### src/rtl/instruction_fetcher.sv
// Fetch stage: PC register, icache handshake, JAL/branch predecode
// and a circular instruction queue feeding dispatch.
//
// Ports:
//   clk_in, rst_in (sync, active-high), rdy_in (global enable)
//   if_to_ic_en/pc      : icache request, held until ic_to_if_ready
//   ic_to_if_ready/inst : icache response pulse and word
//   if_to_bp_pc         : predictor query PC (current pc)
//   bp_to_if_prediction : predictor taken bit, same cycle
//   if_to_dp_*          : queue head to dispatch
//   dp_to_if_ready      : dispatch pops the head
//   rob_to_if_flush/target_pc : redirect, empties the queue
module instruction_fetcher #(
  parameter int QUEUE_WIDTH = 4
) (
  input  logic        clk_in,
  input  logic        rst_in,
  input  logic        rdy_in,
  output logic        if_to_ic_en,
  output logic [31:0] if_to_ic_pc,
  input  logic        ic_to_if_ready,
  input  logic [31:0] ic_to_if_inst,
  output logic [31:0] if_to_bp_pc,
  input  logic        bp_to_if_prediction,
  output logic        if_to_dp_valid,
  output logic [31:0] if_to_dp_inst,
  output logic [31:0] if_to_dp_pc,
  output logic        if_to_dp_pred_br,
  input  logic        dp_to_if_ready,
  input  logic        rob_to_if_flush,
  input  logic [31:0] rob_to_if_target_pc
);

  localparam int DEPTH = 2 ** QUEUE_WIDTH;
  localparam logic [QUEUE_WIDTH:0] FULL =
    (QUEUE_WIDTH+1)'(DEPTH);

  localparam logic [6:0] OP_JAL = 7'b1101111;
  localparam logic [6:0] OP_BR  = 7'b1100011;

  typedef enum logic {
    IDLE,
    WAIT_IC
  } state_t;

  state_t r_state;
  state_t w_state_nxt;

  logic [31:0]            r_pc;
  logic [QUEUE_WIDTH-1:0] r_head;
  logic [QUEUE_WIDTH-1:0] r_tail;
  logic [QUEUE_WIDTH:0]   r_count;

  logic [31:0] r_q_inst [DEPTH];
  logic [31:0] r_q_pc   [DEPTH];
  logic        r_q_pred [DEPTH];

  logic [6:0]  w_opcode;
  logic        w_is_jal;
  logic        w_is_br;
  logic [31:0] w_j_imm;
  logic [31:0] w_b_imm;
  logic [31:0] w_next_pc;
  logic        w_pred_br;
  logic        w_push;
  logic        w_pop;
  logic        w_ic_en;

  assign w_opcode = ic_to_if_inst[6:0];
  assign w_is_jal = (w_opcode == OP_JAL);
  assign w_is_br  = (w_opcode == OP_BR);

  assign w_j_imm = {{12{ic_to_if_inst[31]}},
                    ic_to_if_inst[19:12],
                    ic_to_if_inst[20],
                    ic_to_if_inst[30:21], 1'b0};

  assign w_b_imm = {{20{ic_to_if_inst[31]}},
                    ic_to_if_inst[7],
                    ic_to_if_inst[30:25],
                    ic_to_if_inst[11:8], 1'b0};

  always_comb begin
    w_next_pc = r_pc + 32'd4;
    w_pred_br = 1'b0;
    unique case (1'b1)
      w_is_jal: begin
        w_next_pc = r_pc + w_j_imm;
        w_pred_br = 1'b1;
      end
      (w_is_br && bp_to_if_prediction): begin
        w_next_pc = r_pc + w_b_imm;
        w_pred_br = 1'b1;
      end
      default: ;
    endcase
  end

  always_comb begin
    w_state_nxt = r_state;
    w_ic_en     = 1'b0;
    unique case (r_state)
      IDLE: begin
        if (r_count < FULL)
          w_state_nxt = WAIT_IC;
      end
      WAIT_IC: begin
        w_ic_en = 1'b1;
        if (ic_to_if_ready)
          w_state_nxt = IDLE;
      end
      default: w_state_nxt = IDLE;
    endcase
  end

  // Space was reserved when entering WAIT_IC, so a push cannot overflow.
  assign w_push = (r_state == WAIT_IC) && ic_to_if_ready;
  assign w_pop  = (r_count != '0) && dp_to_if_ready;

  always_ff @(posedge clk_in) begin
    if (rst_in) begin
      r_state <= IDLE;
      r_pc    <= '0;
      r_head  <= '0;
      r_tail  <= '0;
      r_count <= '0;
    end else if (rdy_in) begin
      if (rob_to_if_flush) begin
        r_state <= IDLE;
        r_pc    <= rob_to_if_target_pc;
        r_head  <= '0;
        r_tail  <= '0;
        r_count <= '0;
      end else begin
        r_state <= w_state_nxt;
        if (w_push) begin
          r_pc   <= w_next_pc;
          r_tail <= r_tail + 1'b1;
        end
        if (w_pop)
          r_head <= r_head + 1'b1;
        if (w_push && !w_pop)
          r_count <= r_count + 1'b1;
        else if (!w_push && w_pop)
          r_count <= r_count - 1'b1;
      end
    end
  end

  always_ff @(posedge clk_in) begin
    if (!rst_in && rdy_in &&
        !rob_to_if_flush && w_push) begin
      r_q_inst[r_tail] <= ic_to_if_inst;
      r_q_pc[r_tail]   <= r_pc;
      r_q_pred[r_tail] <= w_pred_br;
    end
  end

  assign if_to_ic_en = w_ic_en;
  assign if_to_ic_pc = r_pc;
  assign if_to_bp_pc = r_pc;

  // Head fields read as zero when empty so stale slots never leak out.
  assign if_to_dp_valid   = (r_count != '0);
  assign if_to_dp_inst    = if_to_dp_valid ? r_q_inst[r_head] : '0;
  assign if_to_dp_pc      = if_to_dp_valid ? r_q_pc[r_head] : '0;
  assign if_to_dp_pred_br = if_to_dp_valid ? r_q_pred[r_head] : 1'b0;

endmodule

### config.mk
export PLATFORM = sky130hd
export DESIGN_NAME = instruction_fetcher
export DESIGN_NICKNAME = d
export VERILOG_FILES = /design/src/rtl/instruction_fetcher.sv
export SDC_FILE = /design/constraint.sdc
export NUM_CORES = 1
export LEC_CHECK = 0
export BUFFER_PORTS_ARGS = -buffer_cell sky130_fd_sc_hd__buf_4
export CORE_ASPECT_RATIO = 0.75
export CORE_MARGIN = 4
export CORE_UTILIZATION = 55
export CTS_CLUSTER_DIAMETER = 200
export CTS_CLUSTER_SIZE = 28
export DETAILED_ROUTE_END_ITERATION = 12
export PLACE_DENSITY = 0.8
export SETUP_SLACK_MARGIN = 0.2
export SLEW_MARGIN = 15
export SYNTH_ARGS = -nofsm -noshare
export SYNTH_HDL_FRONTEND = slang
export SYNTH_SLANG_ARGS = --single-unit
### constraint.sdc
create_clock -name clk_in -period 5.6 [get_ports clk_in]
set_clock_uncertainty 0.2 [all_clocks]
set_input_delay 0.84 -clock clk_in [delete_from_list [all_inputs] [get_ports clk_in]]
set_output_delay 0.84 -clock clk_in [all_outputs]
set_load 0.02 [all_outputs]
==> out/metrics.cfg <==
[grt]
grt_antenna_before_repair=2
grtUsageMet2_pct=39.51
grt_pass1_vias=22990
grt_use_met3_pct=3.669
grt_usage_pct=25.39
grt_max_degree=91
grt_pass1_wl_mm=158.2
grt-busiest-layer=met1
met1_usage_pct=39.62
overflow=0

[hold_path]
hp-class=in -> reg
worst_hold_startpoint=rob_to_if_target_pc[0]

[pwr]
p_switching_mw=3.159
ir_drop_mv=0.2152
comb_power_share_pct=8.9
p_sw_share_pct=22.38
p_total_mw=14.12
internal_power_mw=10.96
p_per_area_mw_per_mm2=288.8
seq_power_share_pct=64.2
pwr-share-clk_pct=26.9
p_leak_nw=15.41

[setup_path]
worst_r2r_endpoint=if_to_bp_pc[21]
reg2regPathDepth=10
reg2reg_from=if_to_bp_pc[1]
crit_type=reg -> out
cp-start-kind=flip-flop
critPathArrivalTime_ns=3.57
required_ns=4.56
crit_fanout=32
critPathCapture=if_to_dp_pc[11]
r2r_slack_ns=1.79
end_kind=primary output

[clock_tree]
cts_hold_buf=0
ctsHtreeMaxLevel=2
insertion_delay_ns=0.65
clock-root-buffer=clkbuf_16
clockBufferDepth=3
cts_tree=yes
cts_resized=0
clk_pin_slew_ns=0.13
cts.sinks=1090
cts_setup_buffers=0
numCtsBuffers=44

[finish]
fin_cells=3478
diodes=0
syn2layout_area_growth_pct=9.684
layout_commonest_cell=edfxtp_1
mostFrequentLayoutCells=1040 x edfxtp_1, 325 x mux4_2, 245 x buf_4, 71 x and2_1, 70 x nor2_1
fillCellCount=5597
nets=2518
drive_gt1_share_pct=28.26

[place]
dp_hpwl_mm=64.14
gp_congestion=0.9196
portBuffers=201
numPlacedInstances=3415

[route]
ant_nets=0
vias_per_cell=6.652
first_pass_iters=6
wl_per_cell_um=30.91
wl_mm=107.5
drt-initial-drc-count=3291
drcViolationCount=0
vias=23130

[floorplanning]
die_area_mm2=0.08571
placementRows=90
die_y_um=254.6
die_w_um=336.7
io_pins=202
core_region_area_mm2=0.08040
start_util_pct=55.44

[synthesis]
yosysTopAreaCellShare_pct=70.06
synth_area_per_cell_um2=20.00
syn_inst=2229
yosys-top-cells-area=edfxtp_1 70%, mux4_2 16%, dfxtp_1 2.2%
synth.distinct_cells=70
ys.flop_type=edfxtp_1
async_flop_share_pct=0
synth_edf_count=1040
syn_nets=2344
ys_warn_count=0
syn-cell-area_mm2=0.04458
ys_seq_area_share_pct=72.30
synth_seq_cells=1090
synth_top_cell_by_area=edfxtp_1

[sta]
worst_pin_slew_ns=1.095
post-route-min-period_ns=4.611
maxSlewHeadroom_pct=26.87
setup_tns_ns=0
finalCritPeriodShare_pct=82.34
hold_violations=0
holdWs_ns=0.2363
drv_slew=0
setup_viol=0
rsz0062_at_grt=no
fmax_mhz=216.9

[flow_run]
maxCapViolCount=0

[outcome]
run_status=complete, no violations

## cell usage after synthesis, drive strengths merged (23+ instances only)
library cell	instances
dfxtp	50
a211oi	25
mux4	325
inv	23
buf	65
a21oi	60
o21ai	39
ha	42
nand2	56
clkbuf	80
edfxtp	1040
a21o	30
and2	87
nor2	70
xnor2	30
## stage by stage
stage	utilization (%)	setup WS (ns)	cell area [µm²]
after detailed placement	59.32	0.7428	47690
final	60.81	0.9887	48890
after floorplan	-	1.384	44580
after global placement	59.32	0.8218	47690
after CTS	60.81	0.9122	48890
after global routing	60.81	0.8048	48890
## cell families (layout without fill, tap and decap cells)
| family | count (synthesis) | after routing | synth area share [%] |
|---|---|---|---|
| XOR/XNOR | 51 | 51 | 1.002 |
| buffers and inverters | 169 | 360 | 1.709 |
| AND/OR/NAND/NOR | 319 | 319 | 3.801 |
| flip-flops | 1090 | 1090 | 72.30 |
| multiplexers | 332 | 332 | 16.59 |
| adder cells (fa/ha/maj) | 44 | 44 | 1.269 |
| AO/OA/AOI/OAI | 224 | 224 | 3.323 |
## worst max-delay path, cell delays in order, from the launching register on
cell,delay [ns]
dfxtp_4,0.87
buf_4,0.51
mux4_2,0.58
mux4_2,0.49
and2_1,0.25
buf_4,0.19
## flip-flops by register name (all words and copies together), names as in the netlist, named ones only
| name | flops |
|---|---|
| r_tail | 4 |
| r_q_pc | 512 |
| r_q_inst | 512 |
| if_to_bp_pc | 32 |
| r_q_pred | 16 |
| r_state | 1 |
| r_count | 5 |
| r_head | 4 |
## metal layers
layer  wire (µm)  vias to the layer above
met5           0                        -
met4        1916                        0
met3       10590                      127
met2       51090                     1393
met1       43920                    12140
li1            -                     9476
## layout make-up
| class | count | area, µm² | area share [%] |
|---|---|---|---|
| Clock buffer | 61 | 1175 | 2.403 |
| Clock inverter | 2 | 25.02 | 0.05118 |
| Inverter | 24 | 90.09 | 0.1843 |
| Multi-Input combinational cell | 970 | 11630 | 23.79 |
| Sequential cell | 1090 | 32250 | 65.95 |
| Tap cell | 1058 | 1324 | 2.707 |
| Timing Repair Buffer | 273 | 2400 | 4.908 |
## how the worst min path moves through the flow
| stage | endpoint | slack (ns) | depth (start not counted) |
|---|---|---|---|
| CTS | if_to_bp_pc[0] | 0.21 | 3 |
| finish | if_to_bp_pc[0] | 0.24 | 3 |
| global placement | flip-flop | 0.27 | 2 |
| detailed placement | flip-flop | 0.30 | 2 |
| global route | if_to_bp_pc[0] | 0.23 | 3 |
| floorplan | flip-flop | 0.26 | 2 |
## power by group through the flow
stage | logic (mW) | clock network [mW] | registers, mW
detailed placement | 1.26 | 0 | 9.24
global route | 1.35 | 4.20 | 9.07
global placement | 1.23 | 0 | 9.23
finish | 1.26 | 3.80 | 9.06
CTS | 1.26 | 3.86 | 9.06
floorplan | 0.730 | 0 | 9.23
No activity file was read; power rests on OpenSTA's default activity.
